--- src/rtl/time_tmr_collector.sv ---
// rtl/time_tmr_collector.sv - time-redundant (TMR) replica collector with majority vote and output FIFO
//
// Upstream sends each item up to three times (replicas) tagged with an item ID.
// Replicas are grouped, voted word-wise, de-duplicated against the last emitted
// ID and queued in a small output FIFO. With enable_i low the block drains its
// FIFO and then becomes a combinational passthrough.
//
// Ports:
//   clk_i            clock
//   rst_ni           asynchronous active-low reset
//   enable_i         redundancy enable (0 = drain then passthrough)
//   data_i, id_i     upstream payload and replica/item ID
//   valid_i, ready_o upstream handshake
//   data_o           downstream payload (FIFO head, or data_i in passthrough)
//   valid_o, ready_i downstream handshake
//   fault_detected_o one-cycle pulse after a degraded or disagreeing group
module time_tmr_collector #(
    parameter type         DataType    = logic,
    parameter int unsigned IDSize      = 4,
    parameter int unsigned OutDepth    = 2,
    parameter int unsigned LockTimeout = 4
) (
    input  logic              clk_i,
    input  logic              rst_ni,
    input  logic              enable_i,
    input  DataType           data_i,
    input  logic [IDSize-1:0] id_i,
    input  logic              valid_i,
    output logic              ready_o,
    output DataType           data_o,
    output logic              valid_o,
    input  logic              ready_i,
    output logic              fault_detected_o
);

    localparam int unsigned PtrW = (OutDepth > 1) ? $clog2(OutDepth) : 1;
    localparam int unsigned CntW = $clog2(OutDepth + 1);
    localparam int unsigned TmrW = (LockTimeout > 1) ? $clog2(LockTimeout) : 1;

    localparam logic [PtrW-1:0]   PTR_LAST = PtrW'(OutDepth - 1);
    localparam logic [PtrW-1:0]   PTR_ONE  = PtrW'(1);
    localparam logic [CntW-1:0]   CNT_FULL = CntW'(OutDepth);
    localparam logic [CntW-1:0]   CNT_ONE  = CntW'(1);
    localparam logic [TmrW-1:0]   TMR_LAST = TmrW'(LockTimeout - 1);
    localparam logic [TmrW-1:0]   TMR_ONE  = TmrW'(1);
    localparam logic [IDSize-1:0] ID_ONE   = IDSize'(1);

    // State is the number of replicas currently held in the open group.
    typedef enum logic [1:0] {
        EMPTY = 2'd0,
        ONE   = 2'd1,
        TWO   = 2'd2
    } state_e;

    state_e            state_q, state_d;
    DataType           slot0_data_q, slot1_data_q;
    logic [IDSize-1:0] slot0_id_q;
    logic [TmrW-1:0]   tmr_q;
    logic [IDSize-1:0] last_id_q;
    logic              last_vld_q;
    logic              fault_q;

    DataType           fifo_mem [OutDepth];
    logic [PtrW-1:0]   wr_ptr_q, rd_ptr_q;
    logic [CntW-1:0]   fifo_cnt_q;

    logic              fifo_empty, fifo_full, fifo_push, fifo_pop;
    logic              accept, is_new, corrected, is_dup;
    logic              close, store0, store1;
    logic [1:0]        n_rep;
    logic              vote_ok, vote_disagree;
    DataType           vote_data;
    logic              fault_d;

    assign fifo_empty = (fifo_cnt_q == '0);
    assign fifo_full  = (fifo_cnt_q == CNT_FULL);
    // The FIFO head is presented whenever it is non-empty, in either mode.
    assign fifo_pop   = !fifo_empty && ready_i;
    assign accept     = enable_i && valid_i && !fifo_full;
    assign is_new     = (id_i == slot0_id_q + ID_ONE);
    // Any ID that is neither the current item nor its successor is treated as
    // a replica of the current item whose ID was corrupted.
    assign corrected  = accept && (state_q != EMPTY) && !is_new && (id_i != slot0_id_q);
    assign is_dup     = last_vld_q && (slot0_id_q == last_id_q);

    // Group FSM: decides when a group closes and how many replicas it had.
    always_comb begin
        state_d = state_q;
        close   = 1'b0;
        n_rep   = 2'd0;
        store0  = 1'b0;
        store1  = 1'b0;
        if (!enable_i) begin
            state_d = EMPTY;
        end else if (accept) begin
            case (state_q)
                EMPTY: begin
                    store0  = 1'b1;
                    state_d = ONE;
                end
                ONE: begin
                    if (is_new) begin
                        close   = 1'b1;
                        n_rep   = 2'd1;
                        store0  = 1'b1;
                        state_d = ONE;
                    end else begin
                        store1  = 1'b1;
                        state_d = TWO;
                    end
                end
                TWO: begin
                    close = 1'b1;
                    if (is_new) begin
                        n_rep   = 2'd2;
                        store0  = 1'b1;
                        state_d = ONE;
                    end else begin
                        // Third replica is voted straight from data_i.
                        n_rep   = 2'd3;
                        state_d = EMPTY;
                    end
                end
                default: state_d = EMPTY;
            endcase
        end else if ((state_q != EMPTY) && (tmr_q == TMR_LAST) && !fifo_full) begin
            close   = 1'b1;
            n_rep   = (state_q == TWO) ? 2'd2 : 2'd1;
            state_d = EMPTY;
        end
    end

    // Word-level majority vote over slot0, slot1 and the incoming beat.
    always_comb begin
        vote_ok       = 1'b0;
        vote_disagree = 1'b0;
        vote_data     = slot0_data_q;
        case (n_rep)
            2'd3: begin
                vote_disagree = !((slot0_data_q == slot1_data_q) && (slot1_data_q == data_i));
                if ((slot0_data_q == slot1_data_q) || (slot0_data_q == data_i)) begin
                    vote_ok = 1'b1;
                end else if (slot1_data_q == data_i) begin
                    vote_ok   = 1'b1;
                    vote_data = slot1_data_q;
                end
            end
            2'd2: begin
                vote_ok       = (slot0_data_q == slot1_data_q);
                vote_disagree = !vote_ok;
            end
            default: ;
        endcase
    end

    // Space is guaranteed at close: beats are only accepted and timeouts only
    // fire while the FIFO is not full.
    assign fifo_push = close && vote_ok && !is_dup;
    assign fault_d   = corrected || (close && ((n_rep != 2'd3) || vote_disagree || !vote_ok));

    always_ff @(posedge clk_i or negedge rst_ni) begin
        if (!rst_ni) begin
            state_q      <= EMPTY;
            slot0_data_q <= '0;
            slot1_data_q <= '0;
            slot0_id_q   <= '0;
            tmr_q        <= '0;
            last_id_q    <= '0;
            last_vld_q   <= 1'b0;
            fault_q      <= 1'b0;
        end else begin
            state_q <= state_d;
            fault_q <= fault_d;
            if (store0) begin
                slot0_data_q <= data_i;
                slot0_id_q   <= id_i;
            end
            if (store1) begin
                slot1_data_q <= data_i;
            end
            if (!enable_i || accept || close || (state_q == EMPTY)) begin
                tmr_q <= '0;
            end else if (tmr_q != TMR_LAST) begin
                tmr_q <= tmr_q + TMR_ONE;
            end
            if (!enable_i) begin
                last_vld_q <= 1'b0;
            end else if (fifo_push) begin
                last_vld_q <= 1'b1;
                last_id_q  <= slot0_id_q;
            end
        end
    end

    always_ff @(posedge clk_i or negedge rst_ni) begin
        if (!rst_ni) begin
            wr_ptr_q   <= '0;
            rd_ptr_q   <= '0;
            fifo_cnt_q <= '0;
            for (int i = 0; i < OutDepth; i++) begin
                fifo_mem[i] <= '0;
            end
        end else begin
            if (fifo_push) begin
                fifo_mem[wr_ptr_q] <= vote_data;
                wr_ptr_q <= (wr_ptr_q == PTR_LAST) ? '0 : wr_ptr_q + PTR_ONE;
            end
            if (fifo_pop) begin
                rd_ptr_q <= (rd_ptr_q == PTR_LAST) ? '0 : rd_ptr_q + PTR_ONE;
            end
            case ({fifo_push, fifo_pop})
                2'b10:   fifo_cnt_q <= fifo_cnt_q + CNT_ONE;
                2'b01:   fifo_cnt_q <= fifo_cnt_q - CNT_ONE;
                default: fifo_cnt_q <= fifo_cnt_q;
            endcase
        end
    end

    // Disabled: drain the FIFO with upstream stalled, then pass straight through.
    always_comb begin
        ready_o = !fifo_full;
        valid_o = !fifo_empty;
        data_o  = fifo_mem[rd_ptr_q];
        if (!enable_i) begin
            if (fifo_empty) begin
                ready_o = ready_i;
                valid_o = valid_i;
                data_o  = data_i;
            end else begin
                ready_o = 1'b0;
            end
        end
    end

    assign fault_detected_o = fault_q;

endmodule

--- config.mk ---
export PLATFORM = sky130hd
export DESIGN_NAME = time_tmr_collector
export DESIGN_NICKNAME = d
export VERILOG_FILES = /design/src/rtl/time_tmr_collector.sv
export SDC_FILE = /design/constraint.sdc
export NUM_CORES = 1
export LEC_CHECK = 0
export BUFFER_PORTS_ARGS = -buffer_cell sky130_fd_sc_hd__buf_4
export CAP_MARGIN = 15
export CORE_MARGIN = 4
export CORE_UTILIZATION = 60
export CTS_BUF_LIST = sky130_fd_sc_hd__clkbuf_4
export DETAILED_ROUTE_END_ITERATION = 10
export MAX_ROUTING_LAYER = met4
export PLACE_DENSITY = 0.86
export SLEW_MARGIN = 40
export SYNTH_ARGS = -nofsm -noshare
export SYNTH_HDL_FRONTEND = slang
export SYNTH_SLANG_ARGS = --single-unit
--- constraint.sdc ---
create_clock -name clk_i -period 2.8 [get_ports clk_i]
set_input_delay 0.28 -clock clk_i [delete_from_list [all_inputs] [get_ports clk_i]]
set_output_delay 0.28 -clock clk_i [all_outputs]
set_load 0.1 [all_outputs]
==> summary.txt <==
ANT nets after route -> 0
Total Wirelength -> 2480 um
core area -> 2060 um2
H-tree depth -> 1
pre-CTS setup slack -> 0.245 ns
Comb power frac -> 0.490
Starting Density -> 0.659
DR pass1 iterations -> 4
Achievable Freq -> 384 MHz
worst-skew pair later-pin latency -> 0.30 ns
FF+latch count, synth -> 22
met3 WL -> 147 um
syn_nets -> 145
Hold Vio Cnt, Final -> 0
Post-Route M1 WL -> 1110 um
clock-pin slew on the worst setup and hold paths -> 0.13 ns
DR WL/cell -> 14.5 um
Mapped Area -> 1360 um2
P_sw -> 0.669 mW
first-pass GRT wire length -> 4360 um
crit path launch type -> flip-flop
Int Pwr -> 0.877 mW
initial antenna violation count -> 0
DR vias/cell -> 5.87
Worst Tran Pin Value -> 0.492 ns
Antenna diodes -> 0
type of the tightest min-delay check -> in -> reg
dominant cells by area after synthesis -> dfrtp_1, mux2_2, xor2_1, ha_1, xnor2_1
DP HPWL -> 1870 um
Multi-input gate area -> 758 um2
GP Congestion -> 0.895
worst vdd ir -> 664 uV
crit end category -> flip-flop
number of I/O pins -> 14
Core Rows -> 16
clock sink count -> 22
RSZ-0062 raised after global routing -> false
Leak Pwr -> 0.704 nW
largest net degree at the start of global routing -> 23
worst path required time -> 3.04 ns
clock buffer depth -> 2
total grt overflow -> 0
Tot GR Track Use -> 0.177
Flop pwr share -> 0.352
CTS resizes -> 0
Synth top area share -> 0.405
largest area contributor in the netlist -> dfrtp_1
Die Span X -> 55.6 um
Clk pwr share -> 0.158
pwr/cell area -> 1010 nW/um2
PortBufs -> 13
Layout area overhead -> 12.8%
max_cap viols -> 0
CTS tree -> yes
Die H -> 55.6 um
Worst Skew -> 0.00260 ns
Reg area -> 551 um2
crit path time final -> 2.60 ns
Final period util -> 0.929
layout cells sized above 1 -> 0.236
CP max FO -> 9
Slew Viols, Final -> 0
most frequent cells in the layout -> dfrtp_1, buf_4, xor2_1
Setup Crit Path Kind -> reg -> reg
most common cell after layout, fill and taps aside -> dfrtp_1
DRC viols -> 0
full die area -> 3090 um2
Via Count -> 1004
status -> finished clean
sw frac -> 0.433
setup tns final -> 0 ns
Num CTS Buffers -> 3
met2 WL post-DR -> 1210 um
Arrival @ worst endpoint -> 2.84 ns
Slew HR -> 0.669
Final WS setup -> 0.198 ns
number of global-route vias before repair -> 1017
register area share after synthesis -> 0.405
Final setup viols -> 0
1st-iter DRT viols -> 21
Yosys warnings -> 0
CTS Root Cell -> clkbuf_4
Cells after Synth -> 128
syn avg cell area -> 10.6 um2
highest metal used -> met4
Synth cell types -> 34
fin nets -> 162
Filler Cells Inserted -> 149
-- final cells by class --
cell class / instances / share of cell area
sequential: 22 / 0.359
inverter: 6 / 0.0147
tap: 27 / 0.0220
timing repair buffer: 15 / 0.0751
multi-input combinational: 97 / 0.495
clock buffer: 3 / 0.0147
clock inverter: 1 / 0.0196
-- through the flow --
step	area [um2]	hold slack (ns)	util	instances	total power [mW]
after detailed placement	1470	0.184	0.713	166	1.30
after global placement	1470	0.177	0.713	166	1.27
after floorplan	1360	-0.0156	-	128	1.16
final	1530	0.218	0.743	171	1.55
after global routing	1530	0.207	0.743	171	1.66
after CTS	1530	0.211	0.743	171	1.55
-- path summary, 6_finish.rpt --
kind	slack [ns]	from	endpoint	cells after the start
worst min register to register	0.51	last_vld_q	last_vld_q	2
worst max register to register	0.20	state_q[0]	fifo_cnt_q[1]	9
max in group asynchronous	2.21	rst_ni	state_q[1]	2
min in group asynchronous	0.37	rst_ni	fifo_cnt_q[0]	2
worst min-delay path	0.22	id_i[0]	slot0_id_q[0]	2
worst max-delay path	0.20	state_q[0]	fifo_cnt_q[1]	9
-- per-layer routing --
metal  vias up  GRT usage
met3         2     0.0325
li1        492          -
met5         -          -
met4         0     0.0729
met1       478      0.224
met2        32      0.280
-- critical path: stages (launching register included) --
cell      delay [ns]
dfrtp_1         0.41
inv_1           0.09
ha_1            0.28
nand2b_1        0.19
o21ai_0         0.14
nand3_1         0.17
or4_4           0.63
ha_1            0.34
nor2_1          0.13
xor2_1          0.15
-- sequential cells by signal (all words and copies together), names as in the netlist, 2 cells and up --
signal,cells
fifo_cnt_q,2
fifo_mem,2
last_id_q,4
slot0_id_q,4
state_q,2
tmr_q,2
-- Yosys cell counts (all sizes together) --
library cell and number:
a21bo 1, a21oi 6, a311o 1, a31oi 2, and3 2, buf 3, dfrtp 22, ha 7
inv 6, mux2 10, mux2i 2, nand2 9, nand2b 3, nand3 6, nand4 1, nor2 4
nor2b 1, nor3 3, nor4 3, o211ai 2, o21ai 4, o22ai 1, o32ai 2, o41ai 4
or2 1, or3 1, or4 1, xnor2 7, xnor3 1, xor2 12
-- repair_timing --
| action | 4_1_cts | 5_1_grt |
|---|---|---|
| hold endpoints to repair | 22 | 0 |
| buffers inserted | 0 | 0 |
| hold buffers | 1 | 0 |
-- power groups by stage --
stage               clock [mW]  sequential, mW  combinational [mW]
finish                   0.244           0.544               0.757
global route             0.266           0.560               0.832
CTS                      0.248           0.543               0.756
detailed placement           0           0.550               0.751
global placement             0           0.540               0.734
floorplan                    0           0.532               0.632
-- cell families after synthesis --
group,synth area share
compound gates,0.115
xor+xnor,0.139
fa+ha+maj,0.0645
buf+inv,0.0368
flops,0.405
mux,0.0976
simple gates,0.142
(Power assumes the default switching activity.)
